File: config.mk
export PLATFORM = sky130hd
export DESIGN_NAME = oldland_mem_arbiter_flat
export DESIGN_NICKNAME = d
export VERILOG_FILES = /design/src/rtl/oldland_mem_arbiter_pkg.sv /design/src/rtl/oldland_mem_arbiter_if.sv /design/src/rtl/oldland_mem_arbiter_lane_align.sv /design/src/rtl/oldland_mem_arbiter.sv /design/src/flat_wrapper.sv
export SDC_FILE = /design/constraint.sdc
export NUM_CORES = 1
export LEC_CHECK = 0
export BUFFER_PORTS_ARGS = -buffer_cell sky130_fd_sc_hd__buf_4
export CAP_MARGIN = 40
export CORE_AREA = 5 5 158 160
export CTS_CLUSTER_SIZE = 25
export DETAILED_ROUTE_END_ITERATION = 12
export DIE_AREA = 0 0 163 165
export MAX_ROUTING_LAYER = met4
export PLACE_DENSITY_LB_ADDON = 0.12
export RECOVER_POWER = 25
export SLEW_MARGIN = 30
export SYNTH_ARGS = -nofsm -noshare
export SYNTH_HDL_FRONTEND = slang
export SYNTH_SLANG_ARGS = --single-unit
export TNS_END_PERCENT = 30
File: constraint.sdc
create_clock -name clk -period 7.38 [get_ports clk]
set_input_delay 0.369 -clock clk [delete_from_list [all_inputs] [get_ports clk]]
set_output_delay 0.369 -clock clk [all_outputs]
set_load 0.02 [all_outputs]
File: src/rtl/oldland_mem_arbiter_pkg.sv
// rtl/oldland_mem_arbiter_pkg.sv - shared widths, arbiter state encodings and helpers
package oldland_mem_arbiter_pkg;

    localparam logic [1:0] MEM_WIDTH_32 = 2'b10;
    localparam logic [1:0] MEM_WIDTH_16 = 2'b01;
    localparam logic [1:0] MEM_WIDTH_8  = 2'b00;

    typedef enum logic [1:0] {
        ARB_IDLE   = 2'd0,
        ARB_BUSY_I = 2'd1,
        ARB_BUSY_D = 2'd2,
        ARB_ERR_D  = 2'd3
    } arb_state_t;

    typedef enum logic {
        GRANT_FETCH = 1'b0,
        GRANT_DATA  = 1'b1
    } grant_t;

    function automatic logic [31:0] word_addr(input logic [31:0] addr);
        return {addr[31:2], 2'b00};
    endfunction

endpackage

File: src/rtl/oldland_mem_arbiter_if.sv
// rtl/oldland_mem_arbiter_if.sv - external memory bus shared by fetch and LSU
interface oldland_mem_arbiter_if;
    logic        m_access;
    logic [31:0] m_addr;
    logic        m_wr_en;
    logic [31:0] m_wr_val;
    logic [3:0]  m_bytesel;
    logic        m_ack;
    logic [31:0] m_data;

    modport master (
        output m_access, m_addr, m_wr_en, m_wr_val, m_bytesel,
        input  m_ack, m_data
    );

    modport slave (
        input  m_access, m_addr, m_wr_en, m_wr_val, m_bytesel,
        output m_ack, m_data
    );
endinterface

File: src/rtl/oldland_mem_arbiter_lane_align.sv
// rtl/oldland_mem_arbiter_lane_align.sv - byte lanes, write replication and read alignment
module oldland_lane_align
    import oldland_mem_arbiter_pkg::*;
(
    input  logic [1:0]  addr_i,
    input  logic [1:0]  width_i,
    input  logic [31:0] wr_val_i,
    input  logic [31:0] rd_raw_i,
    output logic [3:0]  bytesel_o,
    output logic [31:0] wr_rep_o,
    output logic [31:0] rd_aligned_o,
    output logic        misaligned_o
);

    always_comb begin
        bytesel_o    = 4'b0000;
        wr_rep_o     = wr_val_i;
        rd_aligned_o = 32'h0;
        misaligned_o = 1'b0;
        case (width_i)
            MEM_WIDTH_32: begin
                bytesel_o    = 4'b1111;
                rd_aligned_o = rd_raw_i;
                misaligned_o = |addr_i;
            end
            MEM_WIDTH_16: begin
                bytesel_o    = addr_i[1] ? 4'b1100 : 4'b0011;
                wr_rep_o     = {2{wr_val_i[15:0]}};
                rd_aligned_o = {16'h0, addr_i[1] ? rd_raw_i[31:16] : rd_raw_i[15:0]};
                misaligned_o = addr_i[0];
            end
            MEM_WIDTH_8: begin
                bytesel_o    = 4'b0001 << addr_i;
                wr_rep_o     = {4{wr_val_i[7:0]}};
                rd_aligned_o = {24'h0, rd_raw_i[{addr_i, 3'b000} +: 8]};
            end
            default: misaligned_o = 1'b1;
        endcase
    end

endmodule

File: src/rtl/oldland_mem_arbiter.sv
// rtl/oldland_mem_arbiter.sv - fetch/LSU arbiter for the single external memory port
module oldland_mem_arbiter
    import oldland_mem_arbiter_pkg::*;
#(
    parameter int TIMEOUT = 256,
    parameter int TO_W    = 9
) (
    input  logic                  clk,
    input  logic                  rst_n,
    input  logic                  i_access,
    input  logic [31:0]           i_addr,
    output logic                  i_ack,
    output logic [31:0]           i_data,
    output logic                  i_err,
    input  logic                  d_access,
    input  logic [31:0]           d_addr,
    input  logic                  d_wr_en,
    input  logic [31:0]           d_wr_val,
    input  logic [1:0]            d_width,
    output logic                  d_ack,
    output logic [31:0]           d_data,
    output logic                  d_err,
    oldland_mem_arbiter_if.master mem
);

    localparam logic [TO_W-1:0] TO_LAST = TO_W'(TIMEOUT - 1);

    arb_state_t      state_q, state_d;
    grant_t          last_q, last_d;
    logic [TO_W-1:0] cnt_q, cnt_d;
    logic            m_access_q, m_access_d;
    logic [31:0]     m_addr_q, m_addr_d;
    logic            m_wr_en_q, m_wr_en_d;
    logic [31:0]     m_wr_val_q, m_wr_val_d;
    logic [3:0]      m_bytesel_q, m_bytesel_d;
    logic [1:0]      lo_q, lo_d;
    logic [1:0]      width_q, width_d;
    logic            i_ack_q, i_ack_d;
    logic [31:0]     i_data_q, i_data_d;
    logic            i_err_q, i_err_d;
    logic            d_ack_q, d_ack_d;
    logic [31:0]     d_data_q, d_data_d;
    logic            d_err_q, d_err_d;

    logic            i_elig, d_elig, win_data, win_fetch, timed_out;
    logic [1:0]      la_addr, la_width;
    logic [3:0]      la_bytesel;
    logic [31:0]     la_wr_rep, la_rd_aligned;
    logic            la_misaligned;
    logic            unused_addr_bits;

    assign unused_addr_bits = ^i_addr[1:0];

    // An ack still high means the requester has not yet seen its completion.
    assign i_elig    = i_access && !i_ack_q;
    assign d_elig    = d_access && !d_ack_q;
    assign win_data  = d_elig && (!i_elig || last_q == GRANT_FETCH);
    assign win_fetch = i_elig && !win_data;
    assign timed_out = (TIMEOUT != 0) && (cnt_q == TO_LAST);

    // Live LSU inputs drive lane selection at grant; captured offset/width align the read.
    assign la_addr  = (state_q == ARB_BUSY_D) ? lo_q    : d_addr[1:0];
    assign la_width = (state_q == ARB_BUSY_D) ? width_q : d_width;

    oldland_lane_align u_lane_align (
        .addr_i       (la_addr),
        .width_i      (la_width),
        .wr_val_i     (d_wr_val),
        .rd_raw_i     (mem.m_data),
        .bytesel_o    (la_bytesel),
        .wr_rep_o     (la_wr_rep),
        .rd_aligned_o (la_rd_aligned),
        .misaligned_o (la_misaligned)
    );

    always_comb begin
        state_d     = state_q;
        last_d      = last_q;
        cnt_d       = cnt_q;
        m_access_d  = m_access_q;
        m_addr_d    = m_addr_q;
        m_wr_en_d   = m_wr_en_q;
        m_wr_val_d  = m_wr_val_q;
        m_bytesel_d = m_bytesel_q;
        lo_d        = lo_q;
        width_d     = width_q;
        i_ack_d     = 1'b0;
        i_data_d    = i_data_q;
        i_err_d     = i_err_q;
        d_ack_d     = 1'b0;
        d_data_d    = d_data_q;
        d_err_d     = d_err_q;
        case (state_q)
            ARB_IDLE: begin
                if (win_data) begin
                    last_d = GRANT_DATA;
                    if (la_misaligned) begin
                        state_d  = ARB_ERR_D;
                        d_ack_d  = 1'b1;
                        d_err_d  = 1'b1;
                        d_data_d = 32'h0;
                    end else begin
                        state_d     = ARB_BUSY_D;
                        cnt_d       = '0;
                        m_access_d  = 1'b1;
                        m_addr_d    = word_addr(d_addr);
                        m_wr_en_d   = d_wr_en;
                        m_wr_val_d  = la_wr_rep;
                        m_bytesel_d = la_bytesel;
                        lo_d        = d_addr[1:0];
                        width_d     = d_width;
                    end
                end else if (win_fetch) begin
                    last_d      = GRANT_FETCH;
                    state_d     = ARB_BUSY_I;
                    cnt_d       = '0;
                    m_access_d  = 1'b1;
                    m_addr_d    = word_addr(i_addr);
                    m_wr_en_d   = 1'b0;
                    m_wr_val_d  = 32'h0;
                    m_bytesel_d = 4'b1111;
                end
            end
            ARB_BUSY_I: begin
                if (mem.m_ack || timed_out) begin
                    state_d    = ARB_IDLE;
                    m_access_d = 1'b0;
                    i_ack_d    = 1'b1;
                    i_err_d    = !mem.m_ack;
                    i_data_d   = mem.m_ack ? mem.m_data : 32'h0;
                end else begin
                    cnt_d = cnt_q + 1'b1;
                end
            end
            ARB_BUSY_D: begin
                if (mem.m_ack || timed_out) begin
                    state_d    = ARB_IDLE;
                    m_access_d = 1'b0;
                    d_ack_d    = 1'b1;
                    d_err_d    = !mem.m_ack;
                    d_data_d   = (mem.m_ack && !m_wr_en_q) ? la_rd_aligned : 32'h0;
                end else begin
                    cnt_d = cnt_q + 1'b1;
                end
            end
            ARB_ERR_D: state_d = ARB_IDLE;
            default:   state_d = ARB_IDLE;
        endcase
    end

    always_ff @(posedge clk or negedge rst_n) begin
        if (!rst_n) begin
            state_q     <= ARB_IDLE;
            last_q      <= GRANT_FETCH;
            cnt_q       <= '0;
            m_access_q  <= 1'b0;
            m_addr_q    <= 32'h0;
            m_wr_en_q   <= 1'b0;
            m_wr_val_q  <= 32'h0;
            m_bytesel_q <= 4'b0000;
            lo_q        <= 2'b00;
            width_q     <= 2'b00;
            i_ack_q     <= 1'b0;
            i_data_q    <= 32'h0;
            i_err_q     <= 1'b0;
            d_ack_q     <= 1'b0;
            d_data_q    <= 32'h0;
            d_err_q     <= 1'b0;
        end else begin
            state_q     <= state_d;
            last_q      <= last_d;
            cnt_q       <= cnt_d;
            m_access_q  <= m_access_d;
            m_addr_q    <= m_addr_d;
            m_wr_en_q   <= m_wr_en_d;
            m_wr_val_q  <= m_wr_val_d;
            m_bytesel_q <= m_bytesel_d;
            lo_q        <= lo_d;
            width_q     <= width_d;
            i_ack_q     <= i_ack_d;
            i_data_q    <= i_data_d;
            i_err_q     <= i_err_d;
            d_ack_q     <= d_ack_d;
            d_data_q    <= d_data_d;
            d_err_q     <= d_err_d;
        end
    end

    assign mem.m_access  = m_access_q;
    assign mem.m_addr    = m_addr_q;
    assign mem.m_wr_en   = m_wr_en_q;
    assign mem.m_wr_val  = m_wr_val_q;
    assign mem.m_bytesel = m_bytesel_q;
    assign i_ack         = i_ack_q;
    assign i_data        = i_data_q;
    assign i_err         = i_err_q;
    assign d_ack         = d_ack_q;
    assign d_data        = d_data_q;
    assign d_err         = d_err_q;

endmodule

File: src/flat_wrapper.sv
// flat-port wrapper written by rule: the top's interface ports become plain ports
module oldland_mem_arbiter_flat import oldland_mem_arbiter_pkg::*;
#(
    parameter int TIMEOUT = 256,
    parameter int TO_W    = 9
)
  (clk, rst_n, i_access, i_addr, i_ack, i_data, i_err, d_access, d_addr, d_wr_en, d_wr_val, d_width, d_ack, d_data, d_err, mem_m_access, mem_m_addr, mem_m_wr_en, mem_m_wr_val, mem_m_bytesel, mem_m_ack, mem_m_data);
  oldland_mem_arbiter_if mem_i ();
  input  logic clk;
  input  logic rst_n;
  input  logic i_access;
  input  logic [31:0] i_addr;
  output logic i_ack;
  output logic [31:0] i_data;
  output logic i_err;
  input  logic d_access;
  input  logic [31:0] d_addr;
  input  logic d_wr_en;
  input  logic [31:0] d_wr_val;
  input  logic [1:0] d_width;
  output logic d_ack;
  output logic [31:0] d_data;
  output logic d_err;
  output wire logic [$bits(mem_i.m_access)-1:0] mem_m_access;
  output wire logic [$bits(mem_i.m_addr)-1:0] mem_m_addr;
  output wire logic [$bits(mem_i.m_wr_en)-1:0] mem_m_wr_en;
  output wire logic [$bits(mem_i.m_wr_val)-1:0] mem_m_wr_val;
  output wire logic [$bits(mem_i.m_bytesel)-1:0] mem_m_bytesel;
  input wire logic [$bits(mem_i.m_ack)-1:0] mem_m_ack;
  input wire logic [$bits(mem_i.m_data)-1:0] mem_m_data;
  assign mem_m_access = mem_i.m_access;
  assign mem_m_addr = mem_i.m_addr;
  assign mem_m_wr_en = mem_i.m_wr_en;
  assign mem_m_wr_val = mem_i.m_wr_val;
  assign mem_m_bytesel = mem_i.m_bytesel;
  assign mem_i.m_ack = mem_m_ack;
  assign mem_i.m_data = mem_m_data;
  oldland_mem_arbiter #(.TIMEOUT(TIMEOUT), .TO_W(TO_W)) u_core (.clk(clk), .rst_n(rst_n), .i_access(i_access), .i_addr(i_addr), .i_ack(i_ack), .i_data(i_data), .i_err(i_err), .d_access(d_access), .d_addr(d_addr), .d_wr_en(d_wr_en), .d_wr_val(d_wr_val), .d_width(d_width), .d_ack(d_ack), .d_data(d_data), .d_err(d_err), .mem(mem_i));
endmodule
==> flow_metrics.env <==
export IMPL_status="finished, final reports clean"
export IMPL_totalPowerFinal_mw=4.04
export IMPL_final_nets=1113
export IMPL_critPathMaxStageDelay_ns=0.55
export IMPL_finalMaxSlewViolations=0
export IMPL_initial_core_util_pct=30.5
export IMPL_p_leak_nw=4.92
export IMPL_drtAntennaViolNets=0
export IMPL_hold_viol_final=0
export IMPL_num_io_pins=274
export IMPL_die_y_um=165
export IMPL_rows=56
export IMPL_synth_ff_type="dfrtp_1"
export IMPL_grt_pass1_vias=6190
export IMPL_grt_overflow=0
export IMPL_crit_type="register to register"
export IMPL_cp_arrival_ns=3.65
export IMPL_period_minus_slack_ns=3.35
export IMPL_stdcell_count=1302
export IMPL_end_kind="register"
export IMPL_clockBufferDepth=2
export IMPL_clock_sinks=152
export IMPL_crit_slowest_cell="ha_1"
export IMPL_synth_warnings=0
export IMPL_seqCellArea_um2=3800
export IMPL_timing_hold_worst_class="input port to register"
export IMPL_worstSkewPairLatency_ns=0.42
export IMPL_drtIter0Drc=379
export IMPL_synth_edf_count=0
export IMPL_cp_start_kind="register"
export IMPL_num_fill_cells=2380
export IMPL_viasPerCell=4.68
export IMPL_synthAdderAreaFrac_pct=1.24
export IMPL_ir_worst_vdd_uv=148
export IMPL_drc_errors=0
export IMPL_drt_first_pass_iters=7
export IMPL_core_um2=23300
export IMPL_multiInputGateArea_um2=3060
export IMPL_setup_violations=0
export IMPL_cts_root_buf="clkbuf_16"
export IMPL_clk_pin_slew_ns=0.06
export IMPL_diodes=0
export IMPL_grt_pass1_wl_um=35600
export IMPL_synthArstFlopShare_pct=100
export IMPL_drive_gt1_share_pct=31.5
export IMPL_syn_to_final_growth_pct=40.6
export IMPL_finalWirelength_um=23300
export IMPL_final_cell_mix="buf_4 (250), nand2_1 (177), dfrtp_1 (152), o21ai_0 (57), mux2i_1 (49)"
export IMPL_setup_tns_ns=0
export IMPL_cap_violations=0
export IMPL_grt_usage_pct=17.5
export IMPL_synth_xor_area_share_pct=0
export IMPL_layout_commonest_cell="buf_4"
export IMPL_holdWs_ns=0.182
export IMPL_syn_area_per_cell_um2=9.92
export IMPL_postSynthCellCount=715
export IMPL_period_share_pct=45.4
export IMPL_cellPowerDensity_nw_per_um2=405
export IMPL_cts_buffers=17
export IMPL_fmax_ghz=0.298
export IMPL_ys_types=47
export IMPL_synth_top_area_share_pct=53.6
export IMPL_rsz0062_at_grt="false"
export IMPL_relSlewSlack_pct=9.46
export IMPL_synth_area_leaders="dfrtp_1 (54%), nand2_1 (9.4%), mux2i_1 (7.1%)"
export IMPL_required_ns=7.68
export IMPL_cts_setup_buffers=0
export IMPL_wl_per_cell_um=17.9
export IMPL_design_die_area_um2=26900
export IMPL_cts_tree="built"
export IMPL_synth_compound_area_share_pct=16.2
export IMPL_synth_top_family_by_area="compound AO/OA/AOI/OAI gates"
export IMPL_muxShareOfSynthArea_pct=9.44
export IMPL_die_width_um=163
export IMPL_gp_congestion=0.807
export IMPL_port_buffers=269
export IMPL_yosysTopAreaCell="dfrtp_1"
export IMPL_worst_slew_pin_slew_ns=1.36
export IMPL_grt_max_degree=84
export IMPL_ys_ff_latch=152
export IMPL_path_cells="inv_1 > ha_1 > mux2i_4 > buf_4 > a21boi_2 > or2_1 > nand3_2 > mux2_2"
export IMPL_synth_simple_area_share_pct=15.7
export IMPL_ys_seq_area_share_pct=53.6
export IMPL_dp_cells=1268
export IMPL_htree_levels=4
export IMPL_skew_ns=0.0113
export IMPL_syn_area_um2=7090
export IMPL_cp_max_fo=31
export IMPL_antenna_found_initial=0
export IMPL_dp_hpwl_um=17100
export IMPL_vias=6095
where the power goes:
part           switching, mW  internal, mW  total (mW)  leakage, nW
sequential             0.167          1.12        1.28         1.96
clock                  0.378         0.517       0.896        0.291
combinational           1.16         0.698        1.86         2.67
total                   1.71          2.33        4.04         4.92
worst max-delay path, delay by kind of cell, from the launching register on:
| kind | cells | cell delay, ns |
|---|---|---|
| multiplexers | 2 | 0.74 |
| flip-flops | 1 | 0.40 |
| adder cells (fa/ha/maj) | 1 | 0.55 |
| AND/OR/NAND/NOR | 2 | 0.61 |
| AO/OA/AOI/OAI | 1 | 0.42 |
| buffers and inverters | 2 | 0.49 |
what timing repair did:
action | in CTS | in global routing
endpoints found under the hold margin | 0 | 21
gates resized for setup | 0 | 0
hold buffers | 0 | 1
through the flow:
stage	setup slack [ns]	util, %	cell area (um2)
2_1_floorplan	4.86	-	7100
3_3_place_gp	4.03	40.4	9390
3_5_place_dp	3.98	40.6	9450
4_1_cts	3.97	43.2	10000
5_1_grt	3.79	42.9	9970
6_report	4.03	42.9	9970
worst paths after layout:
check	startpoint	slack [ns]	depth (start not counted)	endpoint
max	u_core.state_q[0]$_DFFE_PN0P_	4.03	8	u_core.lo_q[1]$_DFFE_PN0P_
min	d_wr_en	0.18	2	u_core.mem.m_wr_en$_DFFE_PN0P_
max reg2reg	u_core.state_q[0]$_DFFE_PN0P_	4.03	8	u_core.lo_q[1]$_DFFE_PN0P_
min reg2reg	u_core.i_data[1]$_DFFE_PN0P_	0.47	2	u_core.i_data[1]$_DFFE_PN0P_
max in group asynchronous	rst_n	4.90	5	u_core.mem.m_addr[31]$_DFFE_PN0P_
min in group asynchronous	rst_n	0.78	2	u_core.i_data[25]$_DFFE_PN0P_
cell families after synthesis:
| kind of cell | Yosys count |
|---|---|
| fa+ha+maj | 7 |
| flops | 152 |
| compound gates | 171 |
| other cells | 1 |
| buf+inv | 59 |
| mux | 65 |
| simple gates | 260 |
area by class of cell:
cell class | instances | area share [%]
clock inverters | 14 | 1.62
repair buffers | 283 | 20.8
inverters | 11 | 0.414
multi-input cells | 505 | 30.7
well taps | 319 | 4.00
flip-flops and latches | 152 | 38.1
clock buffers | 18 | 4.40
Yosys cell counts (all sizes together), types with 3 or more instances:
cell type    n
a21oi        8
a222oi       8
o21ai       78
nand3       35
o31ai       18
inv         11
nor2        22
mux2i       50
nand2      179
clkbuf      27
mux2        15
dfrtp      152
or4b         3
a32oi        3
a22o        27
a22oi        8
ha           7
buf         21
a31oi        8
nand2b       7
metal layers:
layer	vias up	GRT usage, %	share of wire (%)
li1	3025	-	-
met1	2855	22.8	44
met2	198	27.9	49
met3	17	4.17	5.8
met4	0	4.16	1.2
met5	-	-	0
sequential cells by signal (all words and copies together) (netlist names):
| signal | flops |
|---|---|
| u_core.mem.m_wr_en | 1 |
| u_core.i_err | 1 |
| u_core.d_data | 32 |
| u_core.i_ack | 1 |
| u_core.mem.m_access | 1 |
| u_core.d_err | 1 |
| u_core.d_ack | 1 |
| u_core.i_data | 32 |
| u_core.cnt_q | 9 |
| u_core.mem.m_bytesel | 4 |
| u_core.lo_q | 2 |
| u_core.mem.m_addr | 30 |
| u_core.state_q | 2 |
| u_core.mem.m_wr_val | 32 |
| u_core.width_q | 2 |
| u_core.last_q | 1 |
Power figures use the tool's default switching activity.
